[config.mk]
export PLATFORM = sky130hd
export DESIGN_NAME = cordic_arbiter
export DESIGN_NICKNAME = d
export VERILOG_FILES = /design/src/rtl/cordic_pkg.sv /design/src/rtl/rr_priority_pick.sv /design/src/rtl/cordic_arbiter.sv
export SDC_FILE = /design/constraint.sdc
export NUM_CORES = 1
export LEC_CHECK = 0
export ABC_AREA = 1
export CORE_MARGIN = 2
export CORE_UTILIZATION = 35
export DETAILED_ROUTE_END_ITERATION = 16
export HOLD_SLACK_MARGIN = 0.03
export PLACE_DENSITY = 0.77
export REMOVE_ABC_BUFFERS = 1
export SLEW_MARGIN = 20
export SYNTH_ARGS = -nofsm -noshare
export SYNTH_HDL_FRONTEND = slang
export SYNTH_SLANG_ARGS = --single-unit
[constraint.sdc]
create_clock -name clk -period 2.3 [get_ports clk]
set_input_delay 0.46 -clock clk [delete_from_list [all_inputs] [get_ports clk]]
set_output_delay 0.46 -clock clk [all_outputs]
set_load 0.03 [all_outputs]
[src/rtl/cordic_pkg.sv]
// Shared constants for the CORDIC arbiter: FSM encoding, widths, quiet-NaN fill word.
package cordic_pkg;

  localparam int FLOAT_DATA_WIDTH = 32;
  localparam int COUNTER_WIDTH    = 10;

  typedef logic [1:0] arb_state_t;

  localparam arb_state_t ST_IDLE    = 2'd0;
  localparam arb_state_t ST_ISSUE   = 2'd1;
  localparam arb_state_t ST_WAIT    = 2'd2;
  localparam arb_state_t ST_RESPOND = 2'd3;

  localparam logic [31:0] QNAN = 32'h7FC0_0000;

endpackage

[src/rtl/rr_priority_pick.sv]
// Cyclic first-set search: picks the lowest set bit of req at or after ptr, wrapping.
module rr_priority_pick #(
  parameter int NUM_REQ = 4,
  parameter int ID_W    = 2
) (
  input  logic [NUM_REQ-1:0] req,
  input  logic [ID_W-1:0]    ptr,
  output logic [ID_W-1:0]    grant_id,
  output logic               any_req
);

  logic [NUM_REQ-1:0] rot;
  logic [ID_W-1:0]    off;
  logic [ID_W:0]      sum;

  always_comb begin
    // rot[k] is requester (ptr + k) mod NUM_REQ
    rot     = NUM_REQ'({req, req} >> ptr);
    any_req = |req;
    off     = '0;
    for (int k = NUM_REQ - 1; k >= 0; k--) begin
      if (rot[k]) off = ID_W'(k);
    end
    sum = {1'b0, ptr} + {1'b0, off};
    if (sum >= (ID_W + 1)'(NUM_REQ)) sum = sum - (ID_W + 1)'(NUM_REQ);
    grant_id = sum[ID_W-1:0];
  end

endmodule

[src/rtl/cordic_arbiter.sv]
// Round-robin front end sharing one CORDIC core among NUM_REQ requesters.
// Optional core-done watchdog enabled by defining CORDIC_ARB_TIMEOUT_EN.
module cordic_arbiter #(
  parameter int FLOAT_DATA_WIDTH = cordic_pkg::FLOAT_DATA_WIDTH,
  parameter int NUM_REQ          = 4,
  parameter int REQ_ID_WIDTH     = 2,
  parameter int COUNTER_WIDTH    = cordic_pkg::COUNTER_WIDTH,
  parameter int TIMEOUT_CYCLES   = 1000
) (
  input  logic                                clk,
  input  logic                                rst,
  input  logic [NUM_REQ-1:0]                  req_valid,
  input  logic [NUM_REQ*FLOAT_DATA_WIDTH-1:0] req_angle,
  output logic [NUM_REQ-1:0]                  resp_valid,
  output logic [FLOAT_DATA_WIDTH-1:0]         resp_result,
  output logic                                resp_error,
  output logic                                busy,
  output logic                                core_clk_en,
  output logic [FLOAT_DATA_WIDTH-1:0]         core_angle,
  input  logic [FLOAT_DATA_WIDTH-1:0]         core_result,
  input  logic                                core_done
);

  import cordic_pkg::*;

  arb_state_t              state;
  logic [REQ_ID_WIDTH-1:0] rr_ptr;
  logic [REQ_ID_WIDTH-1:0] grant_id;
  logic [REQ_ID_WIDTH-1:0] pick_id;
  logic                    any_req;
  logic                    timeout;

  logic [FLOAT_DATA_WIDTH-1:0] angle_arr [NUM_REQ];
  logic [NUM_REQ-1:0]          resp_hot;

  for (genvar i = 0; i < NUM_REQ; i++) begin : g_lane
    assign angle_arr[i] = req_angle[i*FLOAT_DATA_WIDTH +: FLOAT_DATA_WIDTH];
    assign resp_hot[i]  = (grant_id == REQ_ID_WIDTH'(i));
  end

  rr_priority_pick #(
    .NUM_REQ (NUM_REQ),
    .ID_W    (REQ_ID_WIDTH)
  ) u_pick (
    .req      (req_valid),
    .ptr      (rr_ptr),
    .grant_id (pick_id),
    .any_req  (any_req)
  );

  function automatic logic [REQ_ID_WIDTH-1:0] next_ptr(input logic [REQ_ID_WIDTH-1:0] id);
    if (id == REQ_ID_WIDTH'(NUM_REQ - 1)) return '0;
    return id + 1'b1;
  endfunction

`ifdef CORDIC_ARB_TIMEOUT_EN
  localparam logic [COUNTER_WIDTH-1:0] TO_LAST = COUNTER_WIDTH'(TIMEOUT_CYCLES - 1);

  logic [COUNTER_WIDTH-1:0] wait_cnt;

  // wait_cnt counts WAIT cycles already spent; the last allowed one trips timeout
  assign timeout = (state == ST_WAIT) && (wait_cnt == TO_LAST);

  always_ff @(posedge clk or posedge rst) begin
    if (rst)                    wait_cnt <= '0;
    else if (state == ST_ISSUE) wait_cnt <= '0;
    else if (state == ST_WAIT)  wait_cnt <= wait_cnt + 1'b1;
  end
`else
  assign timeout = 1'b0;
`endif

  always_ff @(posedge clk or posedge rst) begin
    if (rst) begin
      state       <= ST_IDLE;
      rr_ptr      <= '0;
      grant_id    <= '0;
      resp_valid  <= '0;
      resp_result <= '0;
      resp_error  <= 1'b0;
      busy        <= 1'b0;
      core_clk_en <= 1'b0;
      core_angle  <= '0;
    end else begin
      core_clk_en <= 1'b0;
      resp_valid  <= '0;
      case (state)
        ST_IDLE: begin
          if (any_req) begin
            grant_id    <= pick_id;
            core_angle  <= angle_arr[pick_id];
            busy        <= 1'b1;
            core_clk_en <= 1'b1;
            state       <= ST_ISSUE;
          end
        end
        ST_ISSUE: state <= ST_WAIT;
        ST_WAIT: begin
          // done beats a coincident timeout
          if (core_done) begin
            resp_result <= core_result;
            resp_error  <= 1'b0;
            resp_valid  <= resp_hot;
            state       <= ST_RESPOND;
          end else if (timeout) begin
            resp_result <= FLOAT_DATA_WIDTH'(QNAN);
            resp_error  <= 1'b1;
            resp_valid  <= resp_hot;
            state       <= ST_RESPOND;
          end
        end
        ST_RESPOND: begin
          rr_ptr <= next_ptr(grant_id);
          busy   <= 1'b0;
          state  <= ST_IDLE;
        end
        default: state <= ST_IDLE;
      endcase
    end
  end

endmodule

==> results.md, run 1 <==
* Worst setup margin at 0.0973 ns
* Minimum clock period at 2.20 ns
* Final wirelength at between 10 and 15 mm
* HPWL Detailed at 10.3 mm
* Final hold vios at 0
* Pleak at 3.40 nW
* Most numerous cell on the critical path: nand3_1
* Clock Tree Root: clkbuf_16
* Clock Skew at 0.00569 ns
* Sequential fraction of the synthesis area at 45.2%
* Worst-path maximum fanout at 27
* Rel. slew slack at around 62%
* Post-synth design cell area at 0.00421 mm^2
* DP Cell Count at approximately 830
* 1st-iter DRT viols at about 160
* IO Count at 238
* Final Non-Filler Cells at roughly 850
* Hold WC Path Type: register to register
* Status: complete, no violations
* FILL cells at a little under 1000
* Area Overhead vs Synth at 75.1%
* Remaining DRCs at 0
* Synth Warn # at 0
* # port buffers at between 200 and 250
* Core footprint at 0.0119 mm^2
* Slowest CP cell: dfrtp_2
* Die footprint at ~0.013 mm^2
* Routed Antenna Nets at 0
* Max_cap viols at 0
* CTS tree: done
* Reg clk slew, reported paths at ~0.060 ns
* Worst-path cell chain: inv_4, nand2_2, nand3_1, nand2_1, a21boi_1, buf_4, ha_4, xor2_2, buf_4, nand2_4, buf_8, nand3_1, nand3_1, nand2_1
* Endpoints failing setup at 0
* Distinct cells, synth at 21
* Vias at 4104
* Clk_lat worst skew at 0.32 ns
* CTS sink cnt at 76
* #FFs+latches synth at 76
* CP peak stage delay at 0.47 ns
* First-pass iteration count of the detailed router at 4
* Pre-CTS WS at -0.422 ns
* H-Tree Depth at 3
* VDD IR max at 0.791 mV
* Area leader, netlist: dfrtp_1
* Post-synth top area share at 45.2%
* Critical Path RT at 2.51 ns
* Critical path type: register to register
* CP delay by family, top: buffers and inverters
* Die height at 114 um
* Slew @ Worst Pin at around 0.57 ns
* Grt ovf at 0
* Number of buffers created by CTS at 9
* First-pass GRT wire length at 20.3 mm
* Sum Neg Setup Slack at 0 ns
* Vias per cell at about 4.8
* Share of post-route cells with drive strength above 1 at 15.0%
* Number of global-route vias before repair at 4121
* Power Total at 12.9 mW
* Nets at 873
* Initial antenna violation count at 0
* Die Wd at 114 um
* Post-Synthesis Cells at 444
* Crit. End Element: register
* Max-slew violations at 0
* Final period utilization at 95.8%
* CP Data Arrival Time at between 2 and 2.5 ns
* Critical Path Start Type: register
* Cell area power density at 1750 mW/mm^2
* Wire per inst at 16.0 um
* Initial Util at a little over a third
* Largest net degree at the start of global routing at 40
* GRT Overall Usage at 19.9%
* WP buf/inv at 4
* Hold_ws at 0.480 ns
* Largest cells by area after synthesis: dfrtp_1 (45%), mux2i_1 (15%), nand2_1 (10%)
* Syn Area/Cell at 9.48 um^2
* Max frequency at ~450 MHz
* Max clock buf depth at 2
* N_diodes at 0
* Num rows at 40
* Placer Congestion at 0.828
[placed cells by master (no fill, tap or decap), types with 2 or more instances in the layout]
cell	n
mux2_2	32
inv_1	16
buf_4	20
o21ai_0	7
nand2_4	2
nand3_2	3
mux2i_2	3
inv_2	3
buf_12	5
nand2_2	5
dfrtp_1	74
nor2_1	8
ha_1	8
clkinv_2	3
buf_6	4
mux2i_1	61
bufinv_16	2
nand3_1	72
dfrtp_2	2
clkbuf_16	11
dlygate4sd2_1	4
nand2_1	111
clkdlybuf4s50_1	232
[metal layers]
metal	track usage, %	part of all wire, %	wire length [um]
met1	23.1	39	5280
met2	36.2	53	7230
met3	3.67	6.1	825
met4	7.72	1.9	253
met5	0	0	0
[logic make-up after synthesis]
| logic type | synth area share (%) |
|---|---|
| xor gates and xnor gates | 0.386 |
| muxes | 23.8 |
| AOI/OAI and AO/OA | 1.13 |
| and+or+nand+nor | 21.2 |
| DFF | 45.2 |
| buffers and inverters | 5.56 |
| other | 0.0891 |
| adders and majority gates | 2.67 |
[synth_stat cells]
cell / instances
a21boi_0: 1
a21oi_1: 1
buf_2: 13
buf_4: 4
buf_6: 3
clkbuf_1: 7
conb_1: 1
dfrtp_1: 76
ha_1: 9
inv_1: 17
inv_2: 4
mux2_2: 32
mux2i_1: 64
nand2_1: 115
nand2_2: 2
nand2_4: 2
nand3_1: 75
nand3_4: 1
nor2_1: 9
o21ai_0: 7
xor2_2: 1
[layout make-up]
type / count / area, um^2 / share of cell area, %
inverter: 21 / 82.6 / 1.12
tap: 147 / 184 / 2.49
clock buffer: 9 / 225 / 3.05
multi-input combinational: 320 / 2140 / 29.1
clock inverter: 6 / 87.6 / 1.19
timing repair buffer: 269 / 2750 / 37.2
sequential: 76 / 1900 / 25.8
[registers in the layout, summed over array words and instances (netlist names)]
| signal | cells |
|---|---|
| core_angle | 32 |
| resp_result | 32 |
| resp_valid | 4 |
| grant_id | 2 |
| rr_ptr | 2 |
| state | 2 |
| busy | 1 |
| core_clk_en | 1 |
[tightest hold or removal path: stages, from the launching register on]
cell and delay, ns:
dfrtp_1 0.34, nand2_1 0.05, nand2_1 0.05
[power by group]
group	total (mW)	switching, mW	internal (mW)
clock network	1.48	0.539	0.945
logic	9.03	4.78	4.25
registers	2.40	0.383	2.02
[worst paths after layout]
| path | depth (start not counted) | slack [ns] | from | to |
|---|---|---|---|---|
| worst min register to register | 2 | 0.48 | core_angle[24] | core_angle[24] |
| worst min-delay path | 2 | 0.48 | core_angle[24] | core_angle[24] |
| max in group asynchronous | 3 | 1.20 | rst | resp_result[12] |
| min in group asynchronous | 2 | 0.50 | rst | resp_result[5] |
| worst max register to register | 14 | 0.1 | rr_ptr[0] | core_angle[6] |
| worst max-delay path | 14 | 0.1 | rr_ptr[0] | core_angle[6] |
[stage by stage]
stage | utilization, % | instance area, um^2
2_1_floorplan | - | 4060
6_report | 62.2 | 7370
3_5_place_dp | 57.9 | 6870
3_3_place_gp | 57.9 | 6870
5_1_grt | 62.2 | 7370
4_1_cts | 60.9 | 7230
[what timing repair did]
| action | in CTS | in global routing |
|---|---|---|
| gates resized for setup | 7 | 20 |
| pin swaps | 2 | 4 |
| hold buffers | 0 | 0 |
| gates cloned | 1 | 2 |
| endpoints found under the setup margin | 27 | 33 |
| buffers inserted | 0 | 5 |
Note: power is estimated with default switching activity, not from simulation.
==> inputs of run 2 (changes only) <==
==> constraint.sdc (replaced) <==
create_clock -name clk -period 2.3 [get_ports clk]
set_input_delay 0.345 -clock clk [delete_from_list [all_inputs] [get_ports clk]]
set_output_delay 0.345 -clock clk [all_outputs]
set_load 0.03 [all_outputs]
==> results.md, run 2 (synthesized netlist as in run 1, its figures left out) <==
* Status: complete, no violations
* FF-to-FF Start: rr_ptr[0]
* First-pass GRT wire length at 20.7 mm
* First-pass iteration count of the detailed router at 5
* GRT Overall Usage at 20.0%
* Worst setup margin at 0.0935 ns
* Critical path type: register to register
* DP Cell Count at ~830
* CTS tree: done
* Num rows at 40
* Max frequency at 453 MHz
* Hold Buf Count CTS at 0
* Most frequent cells in the layout: clkdlybuf4s50_1 (232), nand2_1 (114), nand3_1 (74), dfrtp_1 (74), mux2i_1 (57)
* Max_cap viols at 0
* Largest regs: core_angle x32, resp_result x32, resp_valid x4
* VDD IR max at 0.996 mV
* Largest net degree at the start of global routing at 40
* Die height at around 110 um
* Wire per inst at 16.3 um
* Commonest non-fill, non-tap cell in the layout: clkdlybuf4s50_1
* IO Count at 238
* N_diodes at 0
* Initial Util at 35.5%
* Most numerous cell on the critical path: nand3_1
* Crit. End Element: register
* Final Util at 62.7%
* Power Total at between 10 and 15 mW
* Number of buffers created by CTS at 9
* Final hold vios at 0
* # port buffers at approximately 240
* Nets at 874
* Slowest CP cell: dfrtp_2
* Crit path capture: core_angle[25]
* Pre-CTS WS at -0.294 ns
* H-Tree Depth at 3
* Minimum clock period at 2.21 ns
* CP Data Arrival Time at 2.42 ns
* Rel. slew slack at 66.3%
* Clock Skew at 0.0108 ns
* CP peak stage delay at 0.46 ns
* Critical Path Start Type: register
* Max-slew violations at 0
* Final wirelength at 13.9 mm
* Critical Path RT at about 2.5 ns
* Remaining DRCs at 0
* Number of global-route vias before repair at 4254
* Clk_lat worst skew at approximately 0.33 ns
* 1st-iter DRT viols at slightly below 200
* Slew @ Worst Pin at 0.505 ns
* CTS sink cnt at 76
* WP buf/inv at 4
* Core footprint at between 0.01 and 0.015 mm^2
* Initial antenna violation count at 0
* Max clock buf depth at 2
* Worst-path cell chain: inv_4, nand2_1, nand3_1, nand2_2, nand3_2, a21boi_1, buf_4, ha_4, buf_4, buf_8, mux2i_2, nand3_1, nand3_1, nand2_1
* Worst-path maximum fanout at 8
* Endpoints failing setup at 0
* Final Non-Filler Cells at 850
* Share of post-route cells with drive strength above 1 at about 15%
* Vias per cell at 4.90
* Area Overhead vs Synth at 76.8%
* R2r endpoint: core_angle[25]
* Reg2reg path depth at 14
* Cell area power density at 1790 mW/mm^2
* Placer Congestion at 0.840
* Routed Antenna Nets at 0
* Die Wd at between 100 and 150 um
* Grt ovf at 0
* Vias at around 4200
* Final period utilization at a little over nine tenths
* Die footprint at 0.0129 mm^2
* CP delay by family, top: simple AND/OR/NAND/NOR gates
* Hold WC Path Type: input pin to asynchronous set/reset pin
* Levels on crit path at 14
* HPWL Detailed at 10.3 mm
* Pleak at 3.43 nW
* Reg clk slew, reported paths at 0.06 ns
* Clock Tree Root: clkbuf_16
* Setup crit start: rr_ptr[0]
* Reg2reg setup slack at 0.09 ns
run 2: cell count changes in the layout (fill, tap and decap cells not counted), moves of 3 or more:
cell	before	now
buf_4	20	17
buf_8	1	4
dlygate4sd2_1	4	0
dlymetal6s2s_1	0	4
mux2i_1	61	57
nand2_1	111	114
run 2: through the flow:
step | TNS, ns | instance area, um^2 | hold WS (ns)
finish | 0 | 7440 | 0.357
global route | -0.0615 | 7440 | 0.381
detailed placement | -8.20 | 6870 | 0.467
floorplan | -42.56 | 4060 | 0.481
CTS | 0 | 7180 | 0.362
global placement | -6.71 | 6870 | 0.462
run 2: where the power goes:
part	total, mW	switching, mW	internal [mW]
Sequential	2.40	0.381	2.02
Combinational	9.49	4.93	4.57
Clock	1.45	0.570	0.878
Total	13.3	5.88	7.46
run 2: worst reg2reg max path, cell delays in order, from the launching register on:
cell,delay (ns)
dfrtp_2,0.46
inv_4,0.09
nand2_1,0.07
nand3_1,0.10
nand2_2,0.08
nand3_2,0.06
a21boi_1,0.06
buf_4,0.14
ha_4,0.29
buf_4,0.12
buf_8,0.14
mux2i_2,0.25
nand3_1,0.11
nand3_1,0.09
nand2_1,0.05
run 2: repair_timing:
item	in CTS	in global routing
resized for setup	0	34
buffers inserted	0	5
setup endpoints to repair	0	33
run 2: per-layer routing:
metal	up-vias	global-route usage, %	wire length, um	share of wire (%)
met2	154	36.4	7540	54
met4	0	6.59	187	1.3
met3	18	3.35	863	6.2
met5	-	0	0	0
met1	1993	24.0	5300	38
li1	1997	-	-	-
run 2: cell type report:
class | instances | area [um^2]
inverter | 21 | 82.6
sequential | 76 | 1900
clock buffer | 10 | 239
multi-input combinational | 320 | 2150
tap | 147 | 184
timing repair buffer | 270 | 2810
fill | 962 | 4420
clock inverter | 6 | 68.8
run 2: worst min-delay path by stage:
stage,startpoint,end,slack (ns),cells past startpoint
2_1_floorplan,state[0],state[0],0.48,2
3_3_place_gp,core_angle[23],core_angle[23],0.46,2
3_5_place_dp,core_angle[9],core_angle[9],0.47,2
4_1_cts,rst,resp_result[5],0.36,2
5_1_grt,rst,resp_result[15],0.38,2
6_report,rst,resp_result[5],0.36,2
==> inputs of run 3 (changes only) <==
--- a/config.mk
+++ b/config.mk
@@ -8,6 +8,7 @@
 export ABC_AREA = 1
 export CORE_MARGIN = 2
 export CORE_UTILIZATION = 35
+export CTS_CLUSTER_DIAMETER = 50
 export DETAILED_ROUTE_END_ITERATION = 16
 export HOLD_SLACK_MARGIN = 0.03
 export PLACE_DENSITY = 0.77
==> results of run 3 <==
Same layout as run 2: the final DEF is identical, and so are final timing and power.
